<file path="config.mk">
export PLATFORM = sky130hd
export DESIGN_NAME = control_sequencer_flat
export DESIGN_NICKNAME = d
export VERILOG_FILES = /design/src/rtl/control_sequencer_if.sv /design/src/rtl/control_sequencer.sv /design/src/flat_wrapper.sv
export SDC_FILE = /design/constraint.sdc
export NUM_CORES = 1
export LEC_CHECK = 0
export CAP_MARGIN = 40
export CELL_PAD_IN_SITES_DETAIL_PLACEMENT = 0
export CELL_PAD_IN_SITES_GLOBAL_PLACEMENT = 2
export CORE_MARGIN = 3
export CORE_UTILIZATION = 20
export CTS_CLUSTER_SIZE = 10
export DETAILED_ROUTE_END_ITERATION = 6
export GPL_ROUTABILITY_DRIVEN = 1
export HOLD_SLACK_MARGIN = 0.02
export MAX_ROUTING_LAYER = met4
export PLACE_DENSITY_LB_ADDON = 0.1
export SLEW_MARGIN = 15
export SYNTH_ARGS = -nofsm -noshare
export SYNTH_HDL_FRONTEND = slang
export SYNTH_SLANG_ARGS = --single-unit
</file>
<file path="constraint.sdc">
create_clock -name clk -period 2.45 [get_ports clk]
set_clock_uncertainty 0.15 [all_clocks]
set_input_delay 0.49 -clock clk [delete_from_list [all_inputs] [get_ports clk]]
set_output_delay 0.49 -clock clk [all_outputs]
set_load 0.02 [all_outputs]
</file>
<file path="src/rtl/control_sequencer_if.sv">
// Bus between the instruction register / flag logic and the control sequencer.
// The sequencer sits on the slave side: it consumes opcode and flags and
// publishes the control word, the current T-state and the halt status.
interface control_sequencer_if;
    logic [3:0]  opcode;
    logic        flag_c;
    logic        flag_z;
    logic [15:0] ctrl;
    logic [2:0]  step;
    logic        halted;

    modport master (
        output opcode, flag_c, flag_z,
        input  ctrl, step, halted
    );

    modport slave (
        input  opcode, flag_c, flag_z,
        output ctrl, step, halted
    );
endinterface

</file>
<file path="src/rtl/control_sequencer.sv">
// Microcoded control unit for the 4-bit-address bus CPU.
// Steps a T-state counter, decodes opcode and flags, and drives the
// 16-bit control word combinationally from the current state.
module control_sequencer #(
    parameter int unsigned STEPS     = 5,
    parameter bit          EARLY_END = 1'b0
) (
    input  logic                clk,
    input  logic                clr,
    control_sequencer_if.slave  bus
);

    // T-state encodings
    localparam logic [2:0] T0 = 3'd0;
    localparam logic [2:0] T1 = 3'd1;
    localparam logic [2:0] T2 = 3'd2;
    localparam logic [2:0] T3 = 3'd3;
    localparam logic [2:0] T4 = 3'd4;

    localparam logic [2:0] LAST = 3'(STEPS - 1);

    // Control word bits
    localparam logic [15:0] HLT = 16'h8000;
    localparam logic [15:0] MI  = 16'h4000;
    localparam logic [15:0] RI  = 16'h2000;
    localparam logic [15:0] RO  = 16'h1000;
    localparam logic [15:0] IO  = 16'h0800;
    localparam logic [15:0] II  = 16'h0400;
    localparam logic [15:0] AI  = 16'h0200;
    localparam logic [15:0] AO  = 16'h0100;
    localparam logic [15:0] EO  = 16'h0080;
    localparam logic [15:0] SU  = 16'h0040;
    localparam logic [15:0] BI  = 16'h0020;
    localparam logic [15:0] OI  = 16'h0010;
    localparam logic [15:0] CE  = 16'h0008;
    localparam logic [15:0] CO  = 16'h0004;
    localparam logic [15:0] J   = 16'h0002;
    localparam logic [15:0] FI  = 16'h0001;

    logic [2:0] step_q, step_d;
    logic       halted_q, halted_d;
    logic [2:0] step_nxt;

    // Microcode ROM: control word for a given T-state, opcode and flags.
    // Steps at or beyond STEPS are never issued and read as zero.
    function automatic logic [15:0] uword(
        input logic [2:0] s,
        input logic [3:0] op,
        input logic       fc,
        input logic       fz
    );
        logic [15:0] w;
        w = '0;
        if (32'(s) < STEPS) begin
            case (s)
                T0: w = CO | MI;
                T1: w = RO | II | CE;
                T2: begin
                    case (op)
                        4'b0001, 4'b0010,
                        4'b0011, 4'b0100: w = IO | MI;
                        4'b0101:          w = IO | AI;
                        4'b0110:          w = IO | J;
                        4'b0111:          w = fc ? (IO | J) : '0;
                        4'b1000:          w = fz ? (IO | J) : '0;
                        4'b1110:          w = AO | OI;
                        4'b1111:          w = HLT;
                        default:          w = '0;
                    endcase
                end
                T3: begin
                    case (op)
                        4'b0001:          w = RO | AI;
                        4'b0010, 4'b0011: w = RO | BI;
                        4'b0100:          w = AO | RI;
                        default:          w = '0;
                    endcase
                end
                T4: begin
                    case (op)
                        4'b0010: w = EO | AI | FI;
                        4'b0011: w = EO | AI | SU | FI;
                        default: w = '0;
                    endcase
                end
                default: w = '0;
            endcase
        end
        return w;
    endfunction

    assign step_nxt = step_q + 3'd1;

    // Next-state: advance/wrap the T-state counter, optional early return, halt capture
    always_comb begin
        step_d   = step_q;
        halted_d = halted_q;
        if (!halted_q) begin
            if (step_q == LAST) begin
                step_d = T0;
            end else if (EARLY_END && (step_q >= T2) &&
                         (uword(step_nxt, bus.opcode, bus.flag_c, bus.flag_z) == '0)) begin
                step_d = T0;
            end else begin
                step_d = step_nxt;
            end
            if ((step_q == T2) && (bus.opcode == 4'b1111)) begin
                halted_d = 1'b1;
            end
        end
    end

    // State registers with synchronous clear taking priority over everything
    always_ff @(posedge clk) begin
        if (clr) begin
            step_q   <= T0;
            halted_q <= 1'b0;
        end else begin
            step_q   <= step_d;
            halted_q <= halted_d;
        end
    end

    // Output decode: while halted only the hlt line is asserted
    always_comb begin
        bus.ctrl   = halted_q ? HLT : uword(step_q, bus.opcode, bus.flag_c, bus.flag_z);
        bus.step   = step_q;
        bus.halted = halted_q;
    end

endmodule
</file>
<file path="src/flat_wrapper.sv">
// flat-port wrapper written by rule: the top's interface ports become plain ports
module control_sequencer_flat 
#(
    parameter int unsigned STEPS     = 5,
    parameter bit          EARLY_END = 1'b0
)
  (clk, clr, bus_opcode, bus_flag_c, bus_flag_z, bus_ctrl, bus_step, bus_halted);
  control_sequencer_if bus_i ();
  input  logic clk;
  input  logic clr;
  input wire logic [$bits(bus_i.opcode)-1:0] bus_opcode;
  input wire logic [$bits(bus_i.flag_c)-1:0] bus_flag_c;
  input wire logic [$bits(bus_i.flag_z)-1:0] bus_flag_z;
  output wire logic [$bits(bus_i.ctrl)-1:0] bus_ctrl;
  output wire logic [$bits(bus_i.step)-1:0] bus_step;
  output wire logic [$bits(bus_i.halted)-1:0] bus_halted;
  assign bus_i.opcode = bus_opcode;
  assign bus_i.flag_c = bus_flag_c;
  assign bus_i.flag_z = bus_flag_z;
  assign bus_ctrl = bus_i.ctrl;
  assign bus_step = bus_i.step;
  assign bus_halted = bus_i.halted;
  control_sequencer #(.STEPS(STEPS), .EARLY_END(EARLY_END)) u_core (.clk(clk), .clr(clr), .bus(bus_i));
endmodule
</file>
# Word-level counts from Yosys, hierarchy flattened
# Index checks and enable logic that the tools add are counted.
dict set report word_totals {
  reg_bits 4
  input_bits 8
  out_inout_bits 20
  elab_cells 33
}
dict set report op_classes {
  add_sub_neg 1
  order_cmp 1
  eq_ne 14
  muxes 11
  reduce_logical 4
}
# op n
set ops {}
lappend ops {{16-bit one-hot mux with 7 select lines} 1}
lappend ops {{16-bit one-hot mux with 5 select lines} 1}
lappend ops {{14-bit one-hot mux with 3 select lines} 1}
lappend ops {{16-bit two-way mux} 2}
lappend ops {{12-bit two-way mux} 2}
lappend ops {{10-bit one-hot mux with 2 select lines} 1}
lappend ops {{4-bit by 3-bit equality test with 1-bit output (second input constant)} 4}
lappend ops {{4-bit equality test (second input constant)} 3}
lappend ops {{4-bit by 2-bit equality test with 1-bit output (second input constant)} 2}
lappend ops {{3-bit by 2-bit equality test with 1-bit output (second input constant)} 2}
lappend ops {{4-bit by 1-bit equality test with 1-bit output (second input constant)} 1}
lappend ops {{4-bit OR reduction} 1}
lappend ops {{3-bit by 1-bit adder with 3-bit output (second input constant)} 1}
lappend ops {{3-bit by 1-bit equality test with 1-bit output (second input constant)} 1}
lappend ops {{3-bit equality test (second input constant)} 1}
lappend ops {{3-bit zero test} 1}
lappend ops {{3-bit less-than comparator (second input constant)} 1}
lappend ops {{3-bit two-way mux} 1}
lappend ops {{1-bit two-way mux} 2}
lappend ops {{2-bit OR reduction} 1}
lappend ops {{1-bit logical AND} 1}

# Longest topological paths before layout
dict set report logic_depth {
  ltp_word 6
  mapped_depth 6
  depth_no_buf 6
}

# Worst setup path before layout
# Ideal clock, no wire load.
dict set report synth_path {
  path_kind {reg-to-output}
  from {register u_core.step_q[0] (netlist: u_core.bus.step[0])}
  to {output bus_ctrl[7]}
  arrival_time_ns 1.539
  t_required_ns 1.810
  path_slack_ns 0.271
  path_stages_with_launch 7
  n_path_buf 1
  cell_sequence {dfxtp_1 inv_1 ha_1 and2_1 nand3_1 nor2_1 buf_4}
}
dict set report synth_between {
  elab_chain_cells 4
  elab_cells_between_ends 9
  classes_between {order compare: 1; eq/ne: 4; mux: 3; reduce/logical: 1}
}
# item line_no
set synth_rtl {}
lappend synth_rtl {{start, declared} control_sequencer.sv:40} ;# logic [2:0] step_q, step_d;
lappend synth_rtl {{start signal, assigned} control_sequencer.sv:119} ;# step_q <= step_d;
lappend synth_rtl {{3-bit equality test (tied with other cells)} control_sequencer.sv:55} ;# case (s)
lappend synth_rtl {{16-bit one-hot mux with 5 select lines} control_sequencer.sv:55}
lappend synth_rtl {{16-bit two-way mux (*)} control_sequencer.sv:54} ;# if (32'(s) < STEPS) begin
lappend synth_rtl {{16-bit two-way mux (*)} control_sequencer.sv:126} ;# bus.ctrl = halted_q ? HLT : uword(step_q, bus.opcode, bus.flag_c, bus.flag_z);
lappend synth_rtl {{end, declared} flat_wrapper.sv:14} ;# output wire logic [$bits(bus_i.ctrl)-1:0] bus_ctrl;
# Mark *: on every way between the ends. The rest lies on a longest branch, timed or not.

# Worst setup path in the final report
dict set report layout_path {
  from {register u_core.step_q[2] (netlist: u_core.bus.step[2])}
  to {output bus_ctrl[10]}
}
# The elaborated chain is that of the path after synthesis.

==> run summary <==
Clock sinks: 4
Crit share post-route: 0.9729
Area grow syn2layout: 77.05%
First-pass GRT wire length: 2842 µm
DR DRC count: 0
Post-synth EDFFs: 0
Worst setup SP type: flop
Core ar.: 2500 µm²
Final min period: 2.384 ns
Arr. time, crit path: 1.74 ns
Critical-path maximum fanout: 7
Vias per cell: 4.582
Pin count of the biggest net entering global routing: 8
Initial antenna violation count: 0
Synth Warn #: 0
Remaining Overflow, GRT: 0
Clk pin slew, worst setup/hold paths: 0.04 ns
Total Wirelength: 1748 µm
Fin. max-slew vios: 0
Drt wl/cell: 11.42 µm
Pin slew with the least headroom to its limit: 0.2593 ns
Sequential element share of the synthesized area: 0.1499
Place WS: -0.5055 ns
Yosys top cell by area: dfxtp_1
Hold Fails Final Rpt: 0
Die X: 57.69 µm
Syn_nets: 90
Max Cap Viol: 0
P_leak: 0.4630 nW
Initial Util: 0.2137
Post-route ant nets: 0
Area contributors post-synth: dfxtp_1 15%, ha_1 12%, nor2_1 9.1%
Hpwl dp: 1462 µm
Util after Layout: 0.3784
RSZ-0062 raised after global routing: true
Hold crit path type: reg -> reg
Post-synthesis cell area: 534.3 µm²
First-iteration detailed-routing DRC count: 13
Worst-Skew Late Latency: 0.23 ns
Worst setup margin: 0.06638 ns
Height of the die: 57.69 µm
Synth top area share: 0.1499
Max frequency: 0.4195 GHz
Root buffer cell: clkbuf_4
Row cnt: 18
Antenna Cells: 0
Type of the worst setup path: reg -> out
Commonest non-fill, non-tap cells in the layout: 21 x buf_4, 11 x nor2_1, 9 x clkdlybuf4s50_1
Slew HR: 0.8253
Worst endpoint required time: 1.81 ns
# IOs: 28
Routability cong.: 0.7988
Crit. End Element: output port
Peak supply drop: 0.0002795 V
CTS tree: done
Average size of a mapped cell: 6.938 µm²
Clk buf depth: 2
Yosys cell types: 29
Synth Flop Type: dfxtp_1
Nets@finish: 138
Commonest non-fill, non-tap cell in the layout: buf_4
Layout cells sized above 1: 0.3171
TritonCTS buffer count: 3
Number of H-tree levels: 1
Power Dens Cells: 404.9 nW/µm²
Vias in the first global route: 669
Post-synthesis cell count: 77
Total power: 0.3830 mW
Port bufs: 27
Die ar.: 3328 µm²
Vias post-DR: 701
Total GRT Usage: 0.1100
Async S/R FF share, synth: 0
Final setup vio count: 0
Status: complete, no violations
Number of synthesized register bits: 4
Drt first pass iters: 4
-- path summary, 6_finish.rpt --
check                                                      from                              end  slack, ns  cells past startpoint
worst min register to register  u_core.bus.step[2]$_SDFFE_PP0N_  u_core.bus.step[2]$_SDFFE_PP0N_       0.50                      3
worst max-delay path            u_core.bus.step[2]$_SDFFE_PP0N_                     bus_ctrl[10]       0.07                      5
worst min-delay path            u_core.bus.step[2]$_SDFFE_PP0N_  u_core.bus.step[2]$_SDFFE_PP0N_       0.50                      3
worst max register to register  u_core.bus.step[0]$_SDFFE_PP0N_  u_core.bus.step[1]$_SDFFE_PP0N_       0.89                      7
-- sequential cells by signal (all words and copies together) (netlist names) --
| signal | flops |
|---|---|
| u_core.bus.step | 3 |
| u_core.bus.halted | 1 |
-- metrics by stage --
step                instances  instance area, µm²   TNS, ns  hold slack (ns)
finish                    153               945.9         0           0.4956
global route              153               945.9  -0.08579           0.5145
CTS                       153               970.9         0           0.4855
detailed placement        150               958.4    -5.258           0.4738
global placement          150               958.4    -5.438           0.4684
floorplan                  77               534.3         0           0.4116
-- synthesized netlist by cell type (all sizes together), types with 3 or more instances --
cell type and number:
nor2b 3, ha 5, a21oi 7, dfxtp 4
buf 4, inv 5, nor2 13, and2 3
o21ai 4, nand2 3, nand4 3, nor3 3
nand2b 3
-- layout make-up --
class	instances	area, µm²
fillers	275	1554
multi-input cells	63	404.1
repair buffers	48	382.9
flip-flops and latches	4	80.08
well taps	30	37.54
clock buffers	3	22.52
inverters	5	18.77
-- critical path: stages, from the launching register on --
cell and delay (ns):
dfxtp_1 0.30, buf_4 0.16, nor2_1 0.18, buf_4 0.15, and2_1 0.13, clkdlybuf4s50_1 0.60
-- repair_timing --
action                     4_1_cts  5_1_grt
buffers inserted                 0        0
hold buffers                     0        0
resized for setup               30       16
setup endpoints to repair       13       10
pin swaps                        0        1
-- per-layer routing --
layer | part of all wire | global-route usage
met5 | 0 | -
met1 | 0.46 | 0.1247
met4 | 0 | 0.04967
met3 | 0.058 | 0.02227
met2 | 0.49 | 0.1855
-- power by group --
group	leakage [nW]	total, mW	switching, mW	internal [mW]
combinational	0.416	0.227	0.115	0.113
sequential	0.0329	0.0775	0.00551	0.0720
clock	0.0138	0.0783	0.0238	0.0546
-- kinds of logic after synthesis --
group,count (synthesis),share of synthesized area
AND/OR/NAND/NOR,41,0.4216
buffers and inverters,10,0.1124
AO/OA/AOI/OAI,15,0.1616
adder cells (fa/ha/maj),5,0.1171
XOR/XNOR,1,0.01640
multiplexers,1,0.02108
flip-flops,4,0.1499
No activity file was read; power rests on OpenSTA's default activity.
